[src/rtl/sync_fifo_p_if.sv]
// sync_fifo_p_if -- handshake/status bundle for sync_fifo_p.
//   master : producer/consumer side (drives clr, wen, wdata, ren)
//   slave  : FIFO side (drives rdata, rvalid, count and all flags)
// Parameters must match the FIFO instance they are bound to.
interface sync_fifo_p_if #(
  parameter int DATA_W = 8,
  parameter int DEPTH  = 16
);
  localparam int CW = $clog2(DEPTH + 1);

  logic              clr;
  logic              wen;
  logic [DATA_W-1:0] wdata;
  logic              ren;
  logic [DATA_W-1:0] rdata;
  logic              rvalid;
  logic [CW-1:0]     count;
  logic              full;
  logic              empty;
  logic              almost_full;
  logic              almost_empty;
  logic              ovf;
  logic              udf;

  modport master (
    output clr, wen, wdata, ren,
    input  rdata, rvalid, count, full, empty, almost_full, almost_empty, ovf, udf
  );

  modport slave (
    input  clr, wen, wdata, ren,
    output rdata, rvalid, count, full, empty, almost_full, almost_empty, ovf, udf
  );
endinterface

[src/rtl/sync_fifo_p.sv]
// sync_fifo_p -- parametrised single-clock FIFO with registered read data.
//   clk   : single clock, all state on rising edge
//   rst_n : asynchronous active-low reset
//   bus   : sync_fifo_p_if.slave (clr/wen/wdata/ren in; rdata/rvalid/count,
//           full/empty/almost_full/almost_empty, sticky ovf/udf out)
// DEPTH need not be a power of two; pointers wrap at DEPTH-1.
// Build option SYNC_FIFO_OVERWRITE_EN: a write while full (no read) replaces
// the oldest entry instead of being dropped. ovf sets in either build.
module sync_fifo_p #(
  parameter int DATA_W    = 8,
  parameter int DEPTH     = 16,
  parameter int AFULL_TH  = DEPTH - 2,
  parameter int AEMPTY_TH = 2
) (
  input logic           clk,
  input logic           rst_n,
  sync_fifo_p_if.slave  bus
);
  localparam int AW = $clog2(DEPTH);
  localparam int CW = $clog2(DEPTH + 1);

  logic [DATA_W-1:0] mem_q [DEPTH];
  logic [AW-1:0]     wptr_q, wptr_d;
  logic [AW-1:0]     rptr_q, rptr_d;
  logic [CW-1:0]     cnt_q, cnt_d;
  logic [DATA_W-1:0] rdata_q, rdata_d;
  logic              rvalid_q, rvalid_d;
  logic              ovf_q, ovf_d;
  logic              udf_q, udf_d;
  logic              full_w, empty_w, wa, ra;

  function automatic logic [AW-1:0] ptr_inc(input logic [AW-1:0] p);
    return (p == AW'(DEPTH - 1)) ? '0 : p + 1'b1;
  endfunction

  assign full_w  = (cnt_q == CW'(DEPTH));
  assign empty_w = (cnt_q == '0);

  assign ra = bus.ren && !empty_w && !bus.clr;
`ifdef SYNC_FIFO_OVERWRITE_EN
  assign wa = bus.wen && !bus.clr;
`else
  assign wa = bus.wen && (!full_w || ra) && !bus.clr;
`endif

  always_comb begin
    wptr_d   = wptr_q;
    rptr_d   = rptr_q;
    cnt_d    = cnt_q;
    rdata_d  = rdata_q;
    rvalid_d = 1'b0;
    ovf_d    = ovf_q;
    udf_d    = udf_q;
    if (bus.clr) begin
      wptr_d = '0;
      rptr_d = '0;
      cnt_d  = '0;
      ovf_d  = 1'b0;
      udf_d  = 1'b0;
    end else begin
      if (wa) wptr_d = ptr_inc(wptr_q);
      // A write accepted while full without a read (overwrite build only)
      // drops the oldest entry, so the read pointer follows.
      if (ra || (wa && full_w)) rptr_d = ptr_inc(rptr_q);
      if (ra) begin
        rdata_d  = mem_q[rptr_q];
        rvalid_d = 1'b1;
      end
      if (wa && !ra && !full_w)      cnt_d = cnt_q + 1'b1;
      else if (ra && !wa)            cnt_d = cnt_q - 1'b1;
      if (bus.wen && full_w && !ra)  ovf_d = 1'b1;
      if (bus.ren && empty_w)        udf_d = 1'b1;
    end
  end

  always_ff @(posedge clk or negedge rst_n) begin
    if (!rst_n) begin
      wptr_q   <= '0;
      rptr_q   <= '0;
      cnt_q    <= '0;
      rdata_q  <= '0;
      rvalid_q <= 1'b0;
      ovf_q    <= 1'b0;
      udf_q    <= 1'b0;
    end else begin
      wptr_q   <= wptr_d;
      rptr_q   <= rptr_d;
      cnt_q    <= cnt_d;
      rdata_q  <= rdata_d;
      rvalid_q <= rvalid_d;
      ovf_q    <= ovf_d;
      udf_q    <= udf_d;
    end
  end

  // Storage has no reset; writes are blocked while reset is held.
  always_ff @(posedge clk) begin
    if (rst_n && wa) mem_q[wptr_q] <= bus.wdata;
  end

  assign bus.rdata        = rdata_q;
  assign bus.rvalid       = rvalid_q;
  assign bus.count        = cnt_q;
  assign bus.full         = full_w && rst_n;
  assign bus.empty        = empty_w && rst_n;
  assign bus.almost_full  = (cnt_q >= CW'(AFULL_TH)) && rst_n;
  assign bus.almost_empty = (cnt_q <= CW'(AEMPTY_TH)) && rst_n;
  assign bus.ovf          = ovf_q;
  assign bus.udf          = udf_q;
endmodule

[src/flat_wrapper.sv]
// flat-port wrapper written by rule: the top's interface ports become plain ports
module sync_fifo_p_flat 
#(
  parameter int DATA_W    = 8,
  parameter int DEPTH     = 16,
  parameter int AFULL_TH  = DEPTH - 2,
  parameter int AEMPTY_TH = 2
)
  (clk, rst_n, bus_clr, bus_wen, bus_wdata, bus_ren, bus_rdata, bus_rvalid, bus_count, bus_full, bus_empty, bus_almost_full, bus_almost_empty, bus_ovf, bus_udf);
  sync_fifo_p_if #(.DATA_W(DATA_W), .DEPTH(DEPTH)) bus_i ();
  input logic clk;
  input logic rst_n;
  input wire logic [$bits(bus_i.clr)-1:0] bus_clr;
  input wire logic [$bits(bus_i.wen)-1:0] bus_wen;
  input wire logic [$bits(bus_i.wdata)-1:0] bus_wdata;
  input wire logic [$bits(bus_i.ren)-1:0] bus_ren;
  output wire logic [$bits(bus_i.rdata)-1:0] bus_rdata;
  output wire logic [$bits(bus_i.rvalid)-1:0] bus_rvalid;
  output wire logic [$bits(bus_i.count)-1:0] bus_count;
  output wire logic [$bits(bus_i.full)-1:0] bus_full;
  output wire logic [$bits(bus_i.empty)-1:0] bus_empty;
  output wire logic [$bits(bus_i.almost_full)-1:0] bus_almost_full;
  output wire logic [$bits(bus_i.almost_empty)-1:0] bus_almost_empty;
  output wire logic [$bits(bus_i.ovf)-1:0] bus_ovf;
  output wire logic [$bits(bus_i.udf)-1:0] bus_udf;
  assign bus_i.clr = bus_clr;
  assign bus_i.wen = bus_wen;
  assign bus_i.wdata = bus_wdata;
  assign bus_i.ren = bus_ren;
  assign bus_rdata = bus_i.rdata;
  assign bus_rvalid = bus_i.rvalid;
  assign bus_count = bus_i.count;
  assign bus_full = bus_i.full;
  assign bus_empty = bus_i.empty;
  assign bus_almost_full = bus_i.almost_full;
  assign bus_almost_empty = bus_i.almost_empty;
  assign bus_ovf = bus_i.ovf;
  assign bus_udf = bus_i.udf;
  sync_fifo_p #(.DATA_W(DATA_W), .DEPTH(DEPTH), .AFULL_TH(AFULL_TH), .AEMPTY_TH(AEMPTY_TH)) u_core (.clk(clk), .rst_n(rst_n), .bus(bus_i));
endmodule
[config.mk]
export PLATFORM = sky130hd
export DESIGN_NAME = sync_fifo_p_flat
export DESIGN_NICKNAME = d
export VERILOG_FILES = /design/src/rtl/sync_fifo_p_if.sv /design/src/rtl/sync_fifo_p.sv /design/src/flat_wrapper.sv
export SDC_FILE = /design/constraint.sdc
export NUM_CORES = 1
export LEC_CHECK = 0
export ABC_AREA = 1
export CAP_MARGIN = 25
export CORE_MARGIN = 5
export CORE_UTILIZATION = 50
export CTS_CLUSTER_SIZE = 24
export DETAILED_ROUTE_END_ITERATION = 7
export PLACE_DENSITY = 0.71
export SLEW_MARGIN = 20
export SYNTH_ARGS = -nofsm -noshare
export SYNTH_HDL_FRONTEND = slang
export SYNTH_SLANG_ARGS = --single-unit
[constraint.sdc]
create_clock -name clk -period 2 [get_ports clk]
set_input_delay 0.6 -clock clk [delete_from_list [all_inputs] [get_ports clk]]
set_output_delay 0.6 -clock clk [all_outputs]
set_load 0.05 [all_outputs]
# [Word-level counts from Yosys, hierarchy flattened]
# Memories as Yosys holds them, arrays and structs flattened. A register that Yosys moved wholly into a read port is not among the register bits.
# Cells that the tools add are included.
[classes] add_sub_neg=4 order_cmp=2 n_eq_ne=3 muxes=17 n_bitwise=1 n_reduce_logical=31
[op_table] operator="4-bit 2-to-1 mux" count=6
[op_table] operator="1-bit logical AND" count=16
[op_table] operator="5-bit 2-to-1 mux" count=3
[op_table] operator="4-bit by 1-bit adder with 4-bit output, second input constant" count=2
[op_table] operator="4-bit == test, second input constant" count=2
[op_table] operator="1-bit 2-to-1 mux" count=8
[op_table] operator="2-bit nonzero test" count=4
[op_table] operator="1-bit logical NOT" count=6
[op_table] operator="5-bit by 1-bit adder with 5-bit output, second input constant" count=1
[op_table] operator="5-bit == test, second input constant" count=1
[op_table] operator="5-bit by 4-bit greater-or-equal comparator with 1-bit output, second input constant" count=1
[op_table] operator="5-bit by 2-bit less-or-equal comparator with 1-bit output, second input constant" count=1
[op_table] operator="5-bit logical NOT" count=1
[op_table] operator="5-bit by 1-bit subtractor with 5-bit output, second input constant" count=1
[op_table] operator="3-bit nonzero test" count=1
[op_table] operator="1-bit logical OR" count=2
[op_table] operator="2-bit AND reduction" count=1
[op_table] operator="1-bit NOT" count=1
[totals] ff_bits=16 mem_bits_rw=128 inputBits=13 word_cells=65 n_memories=1
[mem_list] memory="u_core.mem_q" depth=16 width=8 rd=1 rd_ports_with_merged_regs=1 wr=1 line="sync_fifo_p.sv:22" text="logic [DATA_W-1:0] mem_q [DEPTH];"

# [Logic depth before layout (Yosys ltp)]
[logic_depth] depth_word=12 mapped_depth=11 ltp_nobuf=11

# [Worst setup path after synthesis]
# OpenSTA, ideal clock, no wires.
[synth_timing] path_kind="reg-to-output" startpoint="register u_core.cnt_q[2] (netlist: u_core.bus.count[2])" endpoint="output bus_almost_empty" arrival_ps=2034 path_slack_ps=-634 path_stages_with_launch=4 cell_sequence="dfrtp_1 nor2_4 nand2_1 a211oi_1"
[synth_via] elab_chain_cells=2
[synth_lines] item="start, declared" line="sync_fifo_p.sv:25" text="logic [CW-1:0] cnt_q, cnt_d;"
[synth_lines] item="start signal, assigned" line="sync_fifo_p.sv:88" text="cnt_q <= cnt_d;"
[synth_lines] item="5-bit by 2-bit less-or-equal comparator with 1-bit output" line="sync_fifo_p.sv:107" text="assign bus.almost_empty = (cnt_q <= CW'(AEMPTY_TH)) && rst_n;"
[synth_lines] item="1-bit logical AND" line="sync_fifo_p.sv:107"
[synth_lines] item="end, declared" line="flat_wrapper.sv:23" text="output wire logic [$bits(bus_i.almost_empty)-1:0] bus_almost_empty;"
# No other way between the ends.

# [Final worst setup path]
[layout_timing] startpoint="register u_core.cnt_q[0] (netlist: u_core.bus.count[0])" endpoint="output bus_full"
[layout_via] elab_chain_cells=2
[layout_lines] item="5-bit == test" line="sync_fifo_p.sv:36" text="assign full_w = (cnt_q == CW'(DEPTH));"
[layout_lines] item="1-bit logical AND" line="sync_fifo_p.sv:104" text="assign bus.full = full_w && rst_n;"
[layout_lines] item="end, declared" line="flat_wrapper.sv:20" text="output wire logic [$bits(bus_i.full)-1:0] bus_full;"
# No other way between the ends.

==> flow_metrics.env <==
export IMPL_outcome="finished, violations left"
export IMPL_violations="negative setup slack"
export IMPL_cts_htree_levels=4
export IMPL_yosys_cell_types_count=34
export IMPL_synth_cell_area_um2=6450
export IMPL_synth_adder_area_share=0.0205
export IMPL_grt_setup_unrepaired="yes"
export IMPL_grt_usage=0.194
export IMPL_route_vias_total=4466
export IMPL_hold_buffers=0
export IMPL_worst_setup_path_type="flop to output pin"
export IMPL_cp_max_fo=2
export IMPL_clk_pin_slew_worst_paths_ns=0.06
export IMPL_boundaryPins=33
export IMPL_core_rowCount=41
export IMPL_clock_latency_ns=0.42
export IMPL_ys_warnings_count=0
export IMPL_synth_top_cell_area_share=0.595
export IMPL_cts_made_buffers=17
export IMPL_drive_above_1_share=0.229
export IMPL_routed_wirelength_um=13800
export IMPL_clock_tree_from_tritoncts="yes"
export IMPL_post_route_worst_setup_slack_ns=-0.134
export IMPL_cts_root_buf="clkbuf_16"
export IMPL_final_period_util=1.07
export IMPL_critical_path_cell_chain="nor2_4 > nand3_2 > buf_4 > nor2_4 > buf_12"
export IMPL_worst_endpoint_required_ns=1.40
export IMPL_hold_path_class="input pin to asynchronous set/reset pin"
export IMPL_antenna_found_initial=0
export IMPL_setup_viol=4
export IMPL_firstDrtPassIters=5
export IMPL_synth_net_count=572
export IMPL_vias_per_cell=5.47
export IMPL_die_width_um=124
export IMPL_timing_critical_path_to_type="output pin"
export IMPL_synth_largest_area_cell="edfxtp_1"
export IMPL_final_max_slew_viol_count=0
export IMPL_synth_compound_area_frac=0.107
export IMPL_place_congestion=0.853
export IMPL_cts_max_path_buffers=2
export IMPL_timing_setup_tns_ns=-0.381
export IMPL_grt_max_degree=68
export IMPL_clock_skew_ns=0.00526
export IMPL_drt_iter0_markers=457
export IMPL_ant_nets=0
export IMPL_layout_area_overhead_vs_synth_pct=26.3
export IMPL_finalNetCount=655
export IMPL_drc_errors=0
export IMPL_yosys_mux_area_fraction=0
export IMPL_seq_area_frac_synth=0.689
export IMPL_fp_dieArea_um2=15300
export IMPL_cp_slowest_stage_delay_ns=0.48
export IMPL_max_slew_margin_rel=0.624
export IMPL_power_ir_vdd_worst_mv=1.27
export IMPL_maxClockFrequency_mhz=469
export IMPL_cp_launch_type="flop"
export IMPL_leakage_nw=2.99
export IMPL_drv_max_cap_violation_count=0
export IMPL_initial_core_util=0.512
export IMPL_grt_pass1_vias=4431
export IMPL_synth_simple_gate_area_share=0.149
export IMPL_clock_period_minus_final_worst_setup_slack_ns=2.13
export IMPL_cp_top_family="flip-flops"
export IMPL_nFillCells=922
export IMPL_grt_first_pass_wirelength_um=22300
export IMPL_synth_xor_area_frac=0.00543
export IMPL_dp_hpwl_um=8870
export IMPL_synth_top_family_by_area="simple AND/OR/NAND/NOR gates"
export IMPL_design_core_area_um2=12600
export IMPL_portBuffers=32
export IMPL_avgRoutedWirePerCell_um=16.9
export IMPL_cts_sinks=152
export IMPL_power_dens_cells_nw_per_um2=1350
export IMPL_critical_path_top_cell_by_count="nor2_4"
export IMPL_worstMarginPinSlew_ns=0.561
export IMPL_fp_dieH_um=124
export IMPL_synthCells=549
export IMPL_n_antenna_cell=0
export IMPL_fin_worst_hold_slack_ns=0.475
export IMPL_synth_avg_cell_area_um2=11.8
export IMPL_timing_critical_path_buf_inv=2
export IMPL_critical_path_arrival_ns=1.53
export IMPL_critical_path_slowest_cell="dfrtp_4"
export IMPL_synth_ff_latch_count=152
export IMPL_report_final_hold_viol_count=0
export IMPL_overflow=0
export IMPL_synth_top_cells_by_area="edfxtp_1 (60%), dfrtp_1 (9.3%), nor2_1 (6.5%), o21ai_0 (5.1%), o211ai_1 (3.8%)"
[sequential cells by signal (all words and copies together) (netlist names)]
name,count
u_core.bus.rvalid,1
u_core.bus.count,5
u_core.bus.ovf,1
u_core.rptr_q,4
u_core.wptr_q,4
u_core.bus.rdata,8
u_core.mem_q,128
u_core.bus.udf,1
[metal layers]
metal / GRT usage / vias to the layer above / share of wire
met2: 0.320 / 123 / 0.51
met4: 0.0810 / 0 / 0.022
met1: 0.246 / 2201 / 0.42
li1: - / 2121 / -
met5: 0 / - / 0
met3: 0.0454 / 21 / 0.042
[final timing paths]
path / from / to / slack (ns) / depth (start not counted)
setup / recovery: u_core.bus.count[0] / bus_full / -0.13 / 5
hold reg to reg: u_core.bus.rdata[3] / u_core.bus.rdata[3] / 0.49 / 2
max in group asynchronous: rst_n / u_core.bus.count[0] / 1.23 / 3
min in group clk: u_core.bus.rdata[3] / u_core.bus.rdata[3] / 0.49 / 2
setup reg to reg: u_core.bus.count[0] / u_core.bus.count[4] / -0.01 / 12
hold / removal: rst_n / u_core.bus.ovf / 0.48 / 3
[cells in the final DEF, fill, tap and decap left out, types with 2 or more instances in the layout]
master | Yosys | layout
edfxtp_1 | 128 | 128
nor2_1 | 112 | 110
o21ai_0 | 66 | 66
nand2_1 | 64 | 60
buf_4 | 5 | 54
o211ai_1 | 33 | 33
nand3_1 | 31 | 27
dfrtp_1 | 24 | 18
clkbuf_16 | 0 | 17
buf_6 | 0 | 14
inv_1 | 12 | 10
clkdlybuf4s50_1 | 0 | 9
buf_12 | 0 | 8
clkinv_1 | 3 | 7
nor2_4 | 4 | 6
inv_2 | 5 | 6
nand3_2 | 2 | 5
o21ai_1 | 5 | 5
ha_1 | 9 | 5
nand2_2 | 0 | 4
ha_4 | 0 | 4
clkinv_2 | 0 | 4
dfrtp_2 | 0 | 4
nor3_2 | 0 | 3
xor2_1 | 3 | 3
clkbuf_1 | 15 | 3
bufinv_16 | 0 | 3
a21oi_4 | 1 | 2
a21oi_2 | 1 | 2
o22ai_1 | 2 | 2
a21oi_1 | 4 | 2
dlygate4sd2_1 | 0 | 2
dfrtp_4 | 0 | 2
[synthesized netlist by cell type]
master	instances
a211oi_1	1
a21oi_1	4
a21oi_2	1
a21oi_4	1
a22oi_1	1
a31oi_1	1
and3_2	1
buf_2	5
buf_4	5
clkbuf_1	15
clkinv_1	3
dfrtp_1	24
edfxtp_1	128
fa_1	1
ha_1	9
inv_1	12
inv_2	5
nand2_1	64
nand2_4	2
nand3_1	31
nand3_2	2
nand3b_1	1
nand4_1	1
nor2_1	112
nor2_4	4
nor2_8	1
nor3_1	3
o211ai_1	33
o21a_1	1
o21ai_0	66
o21ai_1	5
o22ai_1	2
xnor2_1	1
xor2_1	3
[kinds of logic after synthesis]
kind of cell | count (synthesis)
AOI/OAI and AO/OA | 116
xor gates and xnor gates | 4
adders and majority gates | 10
buffers and inverters | 45
DFF | 152
and+or+nand+nor | 222
[worst min-delay path, cell delays in order]
cell,delay (ns)
dlygate4sd2_1,0.23
buf_4,0.14
buf_4,0.33
[what timing repair did]
item                       in CTS  in global routing
setup buffers                   3                  2
pin swaps                       7                  8
setup endpoints to repair       5                  7
hold endpoints to repair        0                  0
gates resized for setup        16                 23
[power by group]
group          switching, mW  internal [mW]
Sequential             0.154           3.65
Combinational           2.56           1.57
Clock                   1.15           1.93
Total                   3.86           7.15
[final cells by class]
| class | count | area, um2 | share of cell area |
|---|---|---|---|
| sequential | 152 | 4460 | 0.547 |
| inverter | 20 | 77.6 | 0.00952 |
| multi-input combinational | 352 | 1970 | 0.242 |
| tap | 172 | 215 | 0.0264 |
| clock buffer | 20 | 437 | 0.0536 |
| timing repair buffer | 89 | 858 | 0.105 |
| clock inverter | 12 | 133 | 0.0163 |
[metrics by stage]
stage	util	cell area [um2]	cells	worst slack (ns)	total power [mW]
after floorplan	-	6510	549	-0.0624	6.30
after global placement	0.584	7370	780	-0.401	7.57
after detailed placement	0.584	7370	780	-0.481	7.67
after CTS	0.636	8020	815	-0.167	10.9
after global routing	0.646	8150	817	-0.220	11.6
final	0.646	8150	817	-0.134	11.0
Note: power is estimated with default switching activity, not from simulation.
